==> src/rtl/ecc_scalar_mul.sv <==
// ecc_scalar_mul: computes R = k*P on a 6-bit prime-field elliptic curve using
// left-to-right double-and-add. Each doubling or addition is sent to the external
// point adder over a valid/valid pulse handshake. Cases that involve the point at
// infinity are resolved here, so the adder never receives the point at infinity.
module ecc_scalar_mul #(
    parameter int TIMEOUT = 1000
) (
    input  logic       clk,
    input  logic       rst,
    input  logic       in_valid,
    input  logic [5:0] in_Px,
    input  logic [5:0] in_Py,
    input  logic [5:0] in_k,
    input  logic [5:0] in_prime,
    input  logic [5:0] in_a,
    output logic       add_valid,
    output logic [5:0] add_Px,
    output logic [5:0] add_Py,
    output logic [5:0] add_Qx,
    output logic [5:0] add_Qy,
    output logic [5:0] add_prime,
    output logic [5:0] add_a,
    input  logic       add_out_valid,
    input  logic [5:0] add_Rx,
    input  logic [5:0] add_Ry,
    output logic       out_valid,
    output logic [5:0] out_Rx,
    output logic [5:0] out_Ry,
    output logic       out_inf,
    output logic       out_err
);

    typedef enum logic [2:0] {
        IDLE,
        SCAN,
        DBL_REQ,
        DBL_WAIT,
        ADD_REQ,
        ADD_WAIT,
        DONE
    } state_t;

    // The wait counter holds the number of cycles since the request pulse. The
    // request cycle counts as 1. It is compared against TIMEOUT-1 so that the
    // error report (the DONE cycle) lands exactly TIMEOUT cycles after add_valid.
    localparam int CW = (TIMEOUT < 2) ? 1 : $clog2(TIMEOUT + 1);
    localparam logic [CW-1:0] WAIT_LAST = CW'(TIMEOUT - 1);

    state_t        state;
    logic [5:0]    base_x;
    logic [5:0]    base_y;
    logic [5:0]    k_reg;
    logic [5:0]    prime_reg;
    logic [5:0]    a_reg;
    logic [5:0]    r_x;
    logic [5:0]    r_y;
    logic          r_inf;
    logic          timed_out;
    logic [2:0]    j;
    logic [CW-1:0] wait_cnt;

    logic [7:0]    k_ext;
    logic          bit_set;
    logic          j_last;
    logic [2:0]    k_msb;
    logic          wait_expired;

    // Index of the highest set bit of the scalar. The result is 0 when k is 0,
    // but that case is handled separately in SCAN.
    function automatic logic [2:0] msb_index(input logic [5:0] v);
        logic [2:0] idx;
        idx = 3'd0;
        for (int b = 0; b < 6; b++) begin
            if (v[b]) idx = 3'(b);
        end
        return idx;
    endfunction

    // Scan-position helpers shared by the bit-step decisions.
    always_comb begin
        k_ext        = {2'b00, k_reg};
        bit_set      = k_ext[j];
        j_last       = (j == 3'd0);
        k_msb        = msb_index(k_reg);
        wait_expired = (wait_cnt >= WAIT_LAST);
    end

    // Main controller: this FSM updates the working point and all registered outputs.
    always_ff @(posedge clk) begin
        if (rst) begin
            state     <= IDLE;
            base_x    <= 6'd0;
            base_y    <= 6'd0;
            k_reg     <= 6'd0;
            prime_reg <= 6'd0;
            a_reg     <= 6'd0;
            r_x       <= 6'd0;
            r_y       <= 6'd0;
            r_inf     <= 1'b0;
            timed_out <= 1'b0;
            j         <= 3'd0;
            wait_cnt  <= '0;
            add_valid <= 1'b0;
            add_Px    <= 6'd0;
            add_Py    <= 6'd0;
            add_Qx    <= 6'd0;
            add_Qy    <= 6'd0;
            add_prime <= 6'd0;
            add_a     <= 6'd0;
            out_valid <= 1'b0;
            out_Rx    <= 6'd0;
            out_Ry    <= 6'd0;
            out_inf   <= 1'b0;
            out_err   <= 1'b0;
        end else begin
            add_valid <= 1'b0;
            add_Px    <= 6'd0;
            add_Py    <= 6'd0;
            add_Qx    <= 6'd0;
            add_Qy    <= 6'd0;
            add_prime <= 6'd0;
            add_a     <= 6'd0;
            out_valid <= 1'b0;
            out_Rx    <= 6'd0;
            out_Ry    <= 6'd0;
            out_inf   <= 1'b0;
            out_err   <= 1'b0;

            case (state)
                IDLE: begin
                    if (in_valid) begin
                        base_x    <= in_Px;
                        base_y    <= in_Py;
                        k_reg     <= in_k;
                        prime_reg <= in_prime;
                        a_reg     <= in_a;
                        timed_out <= 1'b0;
                        state     <= SCAN;
                    end
                end

                SCAN: begin
                    if (k_reg == 6'd0) begin
                        r_inf <= 1'b1;
                        state <= DONE;
                    end else begin
                        r_x   <= base_x;
                        r_y   <= base_y;
                        r_inf <= 1'b0;
                        if (k_msb == 3'd0) begin
                            state <= DONE;
                        end else begin
                            j     <= k_msb - 3'd1;
                            state <= DBL_REQ;
                        end
                    end
                end

                DBL_REQ: begin
                    if (r_inf || r_y == 6'd0) begin
                        r_inf <= 1'b1;
                        if (bit_set)     state <= ADD_REQ;
                        else if (j_last) state <= DONE;
                        else begin
                            j     <= j - 3'd1;
                            state <= DBL_REQ;
                        end
                    end else begin
                        add_valid <= 1'b1;
                        add_Px    <= r_x;
                        add_Py    <= r_y;
                        add_Qx    <= r_x;
                        add_Qy    <= r_y;
                        add_prime <= prime_reg;
                        add_a     <= a_reg;
                        wait_cnt  <= CW'(1);
                        state     <= DBL_WAIT;
                    end
                end

                DBL_WAIT: begin
                    if (add_out_valid) begin
                        r_x <= add_Rx;
                        r_y <= add_Ry;
                        if (bit_set)     state <= ADD_REQ;
                        else if (j_last) state <= DONE;
                        else begin
                            j     <= j - 3'd1;
                            state <= DBL_REQ;
                        end
                    end else if (wait_expired) begin
                        timed_out <= 1'b1;
                        state     <= DONE;
                    end else begin
                        wait_cnt <= wait_cnt + CW'(1);
                    end
                end

                ADD_REQ: begin
                    if (r_inf) begin
                        r_x   <= base_x;
                        r_y   <= base_y;
                        r_inf <= 1'b0;
                        if (j_last) state <= DONE;
                        else begin
                            j     <= j - 3'd1;
                            state <= DBL_REQ;
                        end
                    end else if (r_x == base_x && r_y != base_y) begin
                        r_inf <= 1'b1;
                        if (j_last) state <= DONE;
                        else begin
                            j     <= j - 3'd1;
                            state <= DBL_REQ;
                        end
                    end else begin
                        add_valid <= 1'b1;
                        add_Px    <= r_x;
                        add_Py    <= r_y;
                        add_Qx    <= base_x;
                        add_Qy    <= base_y;
                        add_prime <= prime_reg;
                        add_a     <= a_reg;
                        wait_cnt  <= CW'(1);
                        state     <= ADD_WAIT;
                    end
                end

                ADD_WAIT: begin
                    if (add_out_valid) begin
                        r_x <= add_Rx;
                        r_y <= add_Ry;
                        if (j_last) state <= DONE;
                        else begin
                            j     <= j - 3'd1;
                            state <= DBL_REQ;
                        end
                    end else if (wait_expired) begin
                        timed_out <= 1'b1;
                        state     <= DONE;
                    end else begin
                        wait_cnt <= wait_cnt + CW'(1);
                    end
                end

                DONE: begin
                    out_valid <= 1'b1;
                    if (timed_out) begin
                        out_err <= 1'b1;
                    end else if (r_inf) begin
                        out_inf <= 1'b1;
                    end else begin
                        out_Rx <= r_x;
                        out_Ry <= r_y;
                    end
                    state <= IDLE;
                end

                default: state <= IDLE;
            endcase
        end
    end

endmodule

==> config.mk <==
export PLATFORM = sky130hd
export DESIGN_NAME = ecc_scalar_mul
export DESIGN_NICKNAME = d
export VERILOG_FILES = /design/src/rtl/ecc_scalar_mul.sv
export SDC_FILE = /design/constraint.sdc
export NUM_CORES = 1
export LEC_CHECK = 0
export ABC_AREA = 0
export BUFFER_PORTS_ARGS = -buffer_cell sky130_fd_sc_hd__buf_4
export CELL_PAD_IN_SITES_DETAIL_PLACEMENT = 1
export CELL_PAD_IN_SITES_GLOBAL_PLACEMENT = 1
export CORE_MARGIN = 2
export CORE_UTILIZATION = 43
export CTS_CLUSTER_DIAMETER = 40
export DETAILED_ROUTE_END_ITERATION = 12
export PLACE_DENSITY_LB_ADDON = 0.1
export SLEW_MARGIN = 20
export SYNTH_ARGS = -nofsm -noshare
export SYNTH_HDL_FRONTEND = slang
export SYNTH_SLANG_ARGS = --single-unit
==> constraint.sdc <==
create_clock -name clk -period 3.8 [get_ports clk]
set_input_delay 0.19 -clock clk [delete_from_list [all_inputs] [get_ports clk]]
set_output_delay 0.19 -clock clk [all_outputs]
set_load 0.05 [all_outputs]
# Word level (Yosys, flattened, before mapping)

Cells that the tools add are included.

Bitwise gates (word level): 1
Mux-type cells: 81
Equal/unequal tests: 23
$lt $le $gt $ge: 2
$add $sub $neg: 3
Reductions and logical operators: 22

Operators with widths:

| cell                  | number |
|---|---|
| $mux 6                | 22 |
| $mux 3                | 24 |
| $pmux 6 s2            | 6 |
| $mux 10               | 5 |
| $pmux 6 s3            | 2 |
| $pmux 10 s3           | 1 |
| $ne 2x2->1 const B    | 12 |
| $pmux 3 s6            | 1 |
| $mux 1                | 15 |
| $pmux 3 s5            | 1 |
| $logic_not 6->1       | 2 |
| $add 10x1->10 const B | 1 |
| $ge 10x10->1 const B  | 1 |
| $eq 3x3->1 const B    | 3 |
| $logic_not 3->1       | 3 |
| $reduce_bool 3->1     | 3 |
| $reduce_and 4->1      | 2 |
| $reduce_and 7->1      | 1 |
| $eq 3x2->1 const B    | 2 |
| $eq 6x6->1            | 1 |
| $ne 6x6->1            | 1 |
| $reduce_and 6->1      | 1 |
| $sub 3x1->3 const B   | 2 |
| $reduce_bool 5->1     | 1 |
| 15 further kinds      | 19 |

Logic and storage cells: 156
Register bits: 112
Input bits: 46

# Longest topological paths before layout

Gate-level depths: netlist (run 1).

Depth in word-level cells: 9
Mapped depth: 10

# Worst setup path before layout (run 1)

OpenSTA, ideal clock, no wires.

Path kind: register -> register
From: register state[1]
To: register j[2]
Data required time: 3.668 ns
Cell stages (with the launch flop): 10
Clock period less this slack: 2.247 ns
Buffers on the path: 2
Data arrival time: 2.115 ns
Slack: 1.553 ns
Cells stage by stage: dfxtp_1 > clkbuf_1 > xor2_1 > clkbuf_1 > nor4_1 > a21oi_1 > ha_1 > o21ai_0 > o31ai_2 > a21oi_1

Longest elaborated chain between the ends: 3

Ends and longest elaborated chain:

| item                                                | line | source |
|---|---|---|
| start: declaration                                  | 49   | `state_t state;` |
| start signal: assignment                            | 91   | `state <= IDLE;` |
| start signal: assignment                            | 138  | `state <= SCAN;` |
| start signal: assignment                            | 145  | `state <= DONE;` |
| $eq 3x3->1 (tied with other cells)                  | 129  | `case (state)` |
| $ne 3x3->1 (no source line) (tied with other cells) | n/a  |  |
| $reduce_and 7->1 (no source line)                   | n/a  |  |
| end signal: assignment                              | 153  | `j <= k_msb - 3'd1;` |
| end signal: assignment                              | 165  | `j <= j - 3'd1;` |
| end signal: assignment                              | 188  | `j <= j - 3'd1;` |
| end: declaration                                    | 59   | `logic [2:0] j;` |

Several ways; a longest one is shown, not always the timed one.
A chain may end at the register's enable or synchronous reset.

# Worst setup path in the final report (run 1)

From: register state[1]
To: register add_a[1]

Longest elaborated chain between the ends: 2

Ends and longest elaborated chain:

| item                                     | line | source |
|---|---|---|
| $eq 3x3->1 or $eq 3x2->1 (tied branches) | 129  |  |
| $pmux 6 s2 *                             | 129  |  |
| end signal: assignment                   | 175  | `add_a <= a_reg;` |
| end signal: assignment                   | 223  | `add_a <= a_reg;` |
| end: declaration                         | 22   | `output logic [5:0] add_a,` |

Mark *: on every way between the ends. The rest lies on a longest branch, timed or not.

==> metrics.cfg, run 1 <==
[cts]
cts_max_path_buffers=2
post_cts_setup_repair_bufs=0
path_clk_slew_ns=0.11
cts_buffers=9
htree_levels=3
cts_tree=done
cts.root.buffer_cell=clkbuf_8
clkSinkCount=112
clk_latency_ns=0.38
cts-hold-fix-buffers=0
post_cts_resize_count=0

[global_route]
grt_remaining_overflow=0
grt_antenna_before_repair=0
first_pass_grt_wire_length_um=19700
largest_net_degree_at_the_start_of_global_routing=56
grt_pass1_vias=3906
groute.usage.overall_pct=21.7

[logic_synthesis]
netlist.area_leader.share_pct=49.2
synth_common_cells=112 x dfxtp_1, 110 x nand2_1, 52 x a21oi_1
synthTopCellsByArea=dfxtp_1 49%, nand2_1 9.1%, a21oi_1 5.7%, and2_1 4.8%, a311oi_1 2.5%
async_set_reset_flop_share_out_of_synthesis_pct=0
post-synth-top-area-cell=dfxtp_1
postSynth.topFlopCell=dfxtp_1
synth_fp_nets=574
syn_area_um2=4550
synth-edff-count=0
syn-instance-count=526
yosys.cell_types.count=61
syn_area_per_cell_um2=8.66
yosysMostFrequentCell=dfxtp_1
ys.warnings.count=0
portion_of_the_post_synthesis_area_used_by_sequential_elements_pct=49.2
synth.ff_latch_count=112

[worst_setup_path]
worst_ep_arrival_time_ns=3.24
endpoint_kind=flip-flop
critical_path.startpoint_type=flip-flop
critical_path_class=reg -> reg
worstPathMaxFanout=22
cp.required_ns=4.13

[sta]
transition_time_at_the_pin_with_the_least_slew_margin_ns=1.05
final.setup.tns_ns=0
tightest_slew_margin_relative_to_the_limit_pct=29.7
period_utilisation_layout_pct=76.7
worst_setup_slack_after_layout_ns=0.887
minimum_clock_period_after_layout_ns=2.91
unrepaired_setup_endpoints_after_global_routing=no
timing_max_transition_violations_final=0
finalSetupViolCount=0
timing.clock.skew_ns=0.0131
timing.final.hold_violations=0
maxClockFrequency_mhz=343

[power]
max-vdd-ir-drop_mv=0.289
power.density_nw_per_um2=692
total_leakage_power_nw=2.24
post-layout-total-power_w=0.00385

[finish]
final_core_utilization_pct=53.9
fin_cells=748
area_delta_synth_final_pct=22.2
nets=655
number_of_flip_flops_under_the_largest_register_name=10
diode_insertion_count_for_antenna_repair=0
drive_above_1_share_pct=21.6
regMostFlops=wait_cnt

[routing]
route.detailed.wl_per_inst_um=15.8
detail_route.vias_per_cell=5.25
first_pass_iters=4
drt_iter0_drc=239
drc=0
routed-via-count=3926
route.antenna.remaining_nets=0
routed_wirelength_um=11800

[min_path]
worst_hold_path_class=in -> reg

[floorplan]
chipHeight_um=107
floorplan.io_pins=98
core_area_um2=10300
row_cnt=37
die_width_um=107
die_area_um2=11400
floorplan.initialDensity_pct=44.1

[place]
half_perimeter_wire_length_after_detailed_placement_um=8680
place_inst=732
finalWeightedCongestion=0.781
preCtsSetupSlack_ns=0.968
count_of_input_and_output_buffers=97

[outcome]
status=finished, final reports clean

[run]
max_cap_viol_count=0

[area by class of cell]
type / count / area, um^2
fillers: 1235 / 4760
flip-flops and latches: 112 / 2240
multi-input cells: 376 / 2140
repair buffers: 101 / 758
well taps: 136 / 170
clock buffers: 10 / 128
clock inverters: 6 / 100
inverters: 7 / 26.3
[worst paths after layout]
| check | startpoint | end | slack, ns | depth (start not counted) |
|---|---|---|---|---|
| setup / recovery | state[1]$_SDFFE_PP0P_ | add_a[1]$_SDFF_PP0_ | 0.89 | 6 |
| hold / removal | in_Px[5] | base_x[5]$_SDFFE_PP0P_ | 0.04 | 3 |
| hold reg to reg | a_reg[4]$_SDFFE_PP0P_ | a_reg[4]$_SDFFE_PP0P_ | 0.45 | 2 |
| setup reg to reg | state[1]$_SDFFE_PP0P_ | add_a[1]$_SDFF_PP0_ | 0.89 | 6 |
[placed cells by master, fill, tap and decap left out, types with 3 or more instances in the layout]
cell and count:
a31oi_1 3, nand3_1 20, nand2b_1 8, buf_4 101, nand4_1 4, a21oi_1 52
nor2_1 30, nor2b_1 5, o21a_1 4, inv_1 7, and2_2 3, nor3b_1 3
o21ai_0 8, xor2_1 7, nand3b_1 4, xnor2_1 7, nand2_1 110, a311oi_1 13
clkbuf_8 9, nor3_1 6, and2_1 34, or3_1 4, dfxtp_1 112, o31ai_1 3
o211ai_1 6
[metrics by stage]
| step | hold slack, ns | cell area, um^2 |
|---|---|---|
| floorplan | 0.326 | 4550 |
| global placement | 0.434 | 5340 |
| detailed placement | 0.444 | 5340 |
| CTS | 0.0350 | 5560 |
| global route | 0.0504 | 5560 |
| finish | 0.0419 | 5560 |
[critical path, cell delays in order, from the launching register on]
cell	delay, ns
dfxtp_1	0.81
nor4b_4	0.52
o31a_1	0.53
nor3_2	0.18
nor2_2	0.41
buf_4	0.27
and2_1	0.15
[per-layer routing]
metal	up-vias	part of all wire, %	track usage, %
met3	16	5.2	4.56
met2	90	46	34.7
met5	-	0	0
li1	1968	-	-
met4	0	1.8	8.53
met1	1852	47	28.9
[power breakdown]
| group | leakage [nW] | switching [W] | internal, W |
|---|---|---|---|
| Combinational | 1.22 | 0.000889 | 0.000548 |
| Clock | 0.114 | 0.000421 | 0.000383 |
| Sequential | 0.909 | 0.000264 | 0.00135 |
[cells by family after synthesis]
family / after synthesis / synth area share, %
simple gates: 244 / 26.3
flops: 112 / 49.2
compound gates: 111 / 16.0
buf+inv: 38 / 3.79
xor+xnor: 14 / 2.69
mux: 5 / 1.43
fa+ha+maj: 2 / 0.550
(Power assumes the default switching activity.)
==> run 2: changes to the inputs <==
Settings changed: CORE_UTILIZATION 43 to 36.
Clock period 3.8 ns to 2.4 ns, I/O delays scaled along.
==> metrics.cfg, run 2 (synthesis gave the netlist of run 1 again) <==
[outcome]
status=finished, final reports clean

[routing]
first_pass_iters=4  ; unchanged
route.antenna.remaining_nets=0  ; unchanged
routed-via-count=4025  ; +2.5%
topRoutingLayerUsed=met4
met1_wirelength_um=6180  ; +12%
route.detailed.wl_per_inst_um=15.7  ; -0.46%
detail_route.vias_per_cell=4.96  ; -5.6%
detailed_routed_wire_length_on_met2_um=5730  ; +5.9%
drt_iter0_drc=115  ; -52%
drc=0  ; unchanged
routed_wirelength_um=12700  ; +8.1%
wl_met3_um=642  ; +4.6%

[min_path]
hold_path_end=k_reg[2]$_SDFFE_PP0P_
worst_hold_path_class=in -> reg
whs_path_depth=3  ; unchanged
timing.hold.worst.start=in_k[2]

[sta]
unrepaired_setup_endpoints_after_global_routing=no
finalHoldWorstSlack_ns=0.0110  ; -0.0308 ns
timing.final.hold_violations=0  ; unchanged
finalSetupViolCount=0  ; unchanged
tightest_slew_margin_relative_to_the_limit_pct=58.4  ; +29 points
minimum_clock_period_after_layout_ns=2.28  ; -0.632 ns
period_utilisation_layout_pct=95.0  ; +18 points
timing_max_transition_violations_final=0  ; unchanged
worst_setup_slack_after_layout_ns=0.119  ; -0.768 ns
timing.clock.skew_ns=0.00811  ; -0.00498 ns
maxClockFrequency_mhz=438  ; +28%
transition_time_at_the_pin_with_the_least_slew_margin_ns=0.624  ; -0.429 ns
final.setup.tns_ns=0  ; unchanged

[cts]
cts_tree=done
cts.root.buffer_cell=clkbuf_16
path_clk_slew_ns=0.07  ; -0.04 ns
htree_levels=3  ; unchanged
cts_buffers=9  ; unchanged
clk_latency_ns=0.35  ; -0.03 ns
post_cts_resize_count=0  ; unchanged
post_cts_setup_repair_bufs=0  ; unchanged
cts_max_path_buffers=2  ; unchanged
clkSinkCount=112  ; unchanged
cts-hold-fix-buffers=5  ; +5

[finish]
regMostFlops=wait_cnt
number_of_flip_flops_under_the_largest_register_name=10  ; unchanged
layout.cells.most_common=buf_4
fin_cells=812  ; +8.6%
diode_insertion_count_for_antenna_repair=0  ; unchanged
commonest_non_fill_non_tap_cells_in_the_layout=124 x buf_4, 112 x dfxtp_1, 110 x nand2_1
drive_above_1_share_pct=24.4  ; +2.8 points
final_design_area_no_fill_um2=5920  ; +6.4%
area_delta_synth_final_pct=30.0
nets=683  ; +4.3%

[place]
count_of_input_and_output_buffers=97  ; unchanged
place_inst=791  ; +8.1%
finalWeightedCongestion=0.869  ; +11%
half_perimeter_wire_length_after_detailed_placement_um=9380  ; +8.1%
preCtsSetupSlack_ns=0.133  ; -0.835 ns
dpl-instance-area_um2=5560  ; +4.2%

[floorplan]
die_width_um=116  ; +8.9%
floorplan.initialDensity_pct=36.5  ; -7.6 points
core_area_um2=12500  ; +21%
floorplan.io_pins=98  ; unchanged
die_area_um2=13600  ; +19%
chipHeight_um=116  ; +8.9%
row_cnt=41  ; +11%

[worst_setup_path]
r2r.worst_path.cells=6  ; unchanged
critical_path_class=reg -> reg
critical-path-max-stage-delay_ns=0.56  ; -0.25 ns
worst_ep_arrival_time_ns=2.53  ; -0.71 ns
critical_path.startpoint_type=flip-flop
setup.reg_to_reg.worst_slack_ns=0.12  ; -0.77 ns
cp_cell_sequence=or4_4 -> o31a_1 -> nor3_2 -> nor2_2 -> buf_4 -> and2_1
worstPathMaxFanout=14  ; -36%
cp.required_ns=2.65  ; -1.48 ns
rr_startpoint=r_y[1]$_SDFFE_PP0P_
critPathSlowestCell=or4_4
endpoint_kind=flip-flop
worst_r2r_endpoint=add_prime[4]$_SDFF_PP0_

[global_route]
grt_pass1_vias=3880  ; -0.67%
grt_remaining_overflow=0  ; unchanged
largest_net_degree_at_the_start_of_global_routing=56  ; unchanged
groute.usage.overall_pct=19.2  ; -2.5 points
first_pass_grt_wire_length_um=20200  ; +2.2%
grt_antenna_before_repair=0  ; unchanged

[power]
power.density_nw_per_um2=1140  ; +64%
power.switching_w=0.00264  ; +68%
max-vdd-ir-drop_mv=0.460  ; +59%
combinationalPowerShare_pct=39.8  ; +2.5 points
total_leakage_power_nw=2.42  ; +8.0%
cell_internal_pwr_w=0.00408  ; +79%
power.sequential.fraction_pct=37.1  ; -4.7 points
power.share.switching_pct=39.3  ; -1.6 points
share_clk_of_total_power_pct=23.1  ; +2.2 points

[run]
max_cap_viol_count=0  ; unchanged

[run 2: cell type report]
cell class / instances / area, um^2
fillers: 1483 / 6550
clock buffers: 10 / 239
well taps: 172 / 215
repair buffers: 129 / 981
flip-flops and latches: 112 / 2240
inverters: 7 / 26.3
clock inverters: 6 / 72.6
multi-input cells: 376 / 2140
[run 2: per-layer routing]
metal  up-vias  track usage [%]
met5         -                0
met4         0             6.59
met3        13             4.57
met2        84             30.5
met1      1903             25.8
li1       2025                -
[run 2: power by group through the flow]
stage,clock (W),combinational [W],sequential (W)
finish,0.00155,0.00268,0.00249
global route,0.00167,0.00299,0.00254
CTS,0.00160,0.00270,0.00249
detailed placement,0,0.00268,0.00253
global placement,0,0.00263,0.00252
floorplan,0,0.00177,0.00246
[run 2: worst max-delay path: cells and delay by family, from the launching register on]
family | cells | cell delay (ns)
AOI/OAI and AO/OA | 1 | 0.34
buffers and inverters | 1 | 0.21
DFF | 1 | 0.37
and+or+nand+nor | 4 | 1.26
[run 2: worst max path at each step]
stage                          start                       to  slack [ns]  cells past startpoint
6_report         r_y[1]$_SDFFE_PP0P_  add_prime[4]$_SDFF_PP0_        0.12                      6
5_1_grt          r_y[1]$_SDFFE_PP0P_  add_prime[4]$_SDFF_PP0_       0.006                      6
4_1_cts          r_y[1]$_SDFFE_PP0P_  add_prime[4]$_SDFF_PP0_        0.13                      6
3_5_place_dp     r_y[1]$_SDFFE_PP0P_  add_prime[4]$_SDFF_PP0_        0.13                      6
3_3_place_gp     r_y[1]$_SDFFE_PP0P_      add_a[2]$_SDFF_PP0_        0.22                      6
2_1_floorplan  state[1]$_SDFFE_PP0P_        j[2]$_SDFFE_PP0P_        0.15                      9
[run 2: metrics by stage]
stage	utilization [%]	total power, W
floorplan	-	0.00423
global placement	44.6	0.00514
detailed placement	44.6	0.00522
CTS	47.5	0.00680
global route	47.5	0.00721
finish	47.5	0.00672
==> run 3: changes to the inputs <==
Settings changed: ABC_AREA 0 to unset, CORE_UTILIZATION 36 to 35.
==> metrics.cfg, run 3 (synthesis gave the netlist of run 1 again) <==
[outcome]
status=finished, final reports clean

[finish]
final-seq-area_um2=2240  ; unchanged
multi_input_comb_area_um2=2160  ; +0.58%
number_of_flip_flops_under_the_largest_register_name=10  ; unchanged
drive_above_1_share_pct=25.4  ; +1.0 points
final_core_utilization_pct=47.2  ; -0.28 points
regMostFlops=wait_cnt
diode_insertion_count_for_antenna_repair=0  ; unchanged
final_design_area_no_fill_um2=5980  ; +1.1%
area_delta_synth_final_pct=31.4
nets=693  ; +1.5%
layout.cells.most_common=buf_4
fillers=1531  ; +3.2%
commonest_non_fill_non_tap_cells_in_the_layout=131 x buf_4, 112 x dfxtp_1, 110 x nand2_1

[routing]
drc=0  ; unchanged
drt_iter0_drc=172  ; +50%
routed_wirelength_um=13000  ; +2.3%
route.antenna.remaining_nets=0  ; unchanged
routed-via-count=4070  ; +1.1%
detail_route.vias_per_cell=4.96  ; about the same
route.detailed.wl_per_inst_um=15.9  ; +1.1%
first_pass_iters=4  ; unchanged

[sta]
tightest_slew_margin_relative_to_the_limit_pct=61.9  ; +3.4 points
final.setup.tns_ns=0  ; unchanged
minimum_clock_period_after_layout_ns=2.19  ; -0.0903 ns
timing_max_transition_violations_final=0  ; unchanged
timing.clock.skew_ns=0.00849  ; +0.000375 ns
finalSetupViolCount=0  ; unchanged
unrepaired_setup_endpoints_after_global_routing=no
period_utilisation_layout_pct=91.3  ; -3.8 points
maxClockFrequency_mhz=456  ; +4.1%
transition_time_at_the_pin_with_the_least_slew_margin_ns=0.568  ; -0.0556 ns
finalHoldWorstSlack_ns=0.00873  ; -0.00232 ns
timing.final.hold_violations=0  ; unchanged

[cts]
cts_buffers=9  ; unchanged
cts.root.buffer_cell=clkbuf_16
htree_levels=3  ; unchanged
path_clk_slew_ns=0.07  ; about the same
clkSinkCount=112  ; unchanged
post_cts_setup_repair_bufs=0  ; unchanged
cts_tree=done
cts_max_path_buffers=2  ; unchanged
clk_latency_ns=0.36  ; about the same

[floorplan]
floorplan.io_pins=98  ; unchanged
die_width_um=118  ; +1.4%
chipHeight_um=118  ; +1.4%
floorplan.initialDensity_pct=35.9  ; -0.59 points
row_cnt=41  ; unchanged
die_area_um2=13900  ; +2.8%
core_area_um2=12700  ; +1.6%

[worst_setup_path]
critical_path.startpoint_type=flip-flop
worst_ep_arrival_time_ns=2.43  ; -0.10 ns
critical_path_class=reg -> reg
cp.required_ns=2.64  ; about the same
worstPathMaxFanout=6  ; -8
endpoint_kind=flip-flop

[place]
finalWeightedCongestion=0.866  ; -0.33%
dpl-instance-area_um2=5610  ; +0.95%
half_perimeter_wire_length_after_detailed_placement_um=9680  ; +3.1%
count_of_input_and_output_buffers=97  ; unchanged

[power]
power.sequential.fraction_pct=36.8  ; -0.3 points
share_clk_of_total_power_pct=21.6  ; -1.5 points
max-vdd-ir-drop_mv=0.561  ; +22%
post-layout-total-power_w=0.00664  ; -1.2%
power.density_nw_per_um2=1110  ; -2.2%
cell_internal_pwr_w=0.00398  ; -2.5%
total_leakage_power_nw=2.45  ; +1.2%
power.switching_w=0.00267  ; +0.88%
power.share.switching_pct=40.1  ; +0.83 points
combinationalPowerShare_pct=41.5  ; +1.7 points

[global_route]
groute.usage.overall_pct=19.4  ; +0.14 points
grt_pass1_vias=4217  ; +8.7%
largest_net_degree_at_the_start_of_global_routing=35  ; -38%
first_pass_grt_wire_length_um=21700  ; +7.6%
grt_remaining_overflow=0  ; unchanged
grt_antenna_before_repair=0  ; unchanged

[run]
max_cap_viol_count=0  ; unchanged

[min_path]
worst_hold_path_class=in -> reg

==> run 3: power groups by stage <==
stage	registers [W]	clock network [W]	logic (W)
2_1_floorplan	0.00246	0	0.00177
3_3_place_gp	0.00247	0	0.00269
3_5_place_dp	0.00249	0	0.00275
4_1_cts	0.00245	0.00148	0.00277
5_1_grt	0.00250	0.00154	0.00310
6_report	0.00245	0.00144	0.00276
==> run 3: layer usage <==
metal	GRT usage [%]	wire length, um
met2	31.5	6030
met1	24.8	6240
met4	4.82	151
met3	6.20	599
met5	0	0
==> run 3: path summary, 6_finish.rpt <==
kind / startpoint / to / slack, ns / depth (start not counted)
worst max-delay path: r_y[1]$_SDFFE_PP0P_ / j[2]$_SDFFE_PP0P_ / 0.21 / 5
worst min-delay path: in_Px[2] / base_x[2]$_SDFFE_PP0P_ / 0.009 / 3
worst max register to register: r_y[1]$_SDFFE_PP0P_ / j[2]$_SDFFE_PP0P_ / 0.21 / 5
worst min register to register: a_reg[4]$_SDFFE_PP0P_ / a_reg[4]$_SDFFE_PP0P_ / 0.46 / 2
==> run 3: what timing repair did <==
action	CTS	global route
hold buffers	8	0
endpoints found under the setup margin	0	5
endpoints found under the hold margin	8	0
resized for setup	0	3
==> run 3: critical path: stages (launching register included) <==
cell     delay [ns]
dfxtp_1        0.38
or4_4          0.56
o31a_1         0.33
or3_4          0.45
o31ai_2        0.25
a21oi_1        0.09
==> run 3: final cells by class <==
class	count	area share (%)
timing repair buffer	139	17.8
clock buffer	9	3.76
sequential	112	37.5
tap	172	3.60
inverter	7	0.439
multi-input combinational	376	36.1
clock inverter	6	0.899
==> run 3: per-stage QoR <==
stage          std cells  setup slack (ns)
6_report             821             0.209
2_1_floorplan        526             0.153
4_1_cts              821             0.171
5_1_grt              821            0.0474
3_3_place_gp         798             0.290
3_5_place_dp         798             0.198
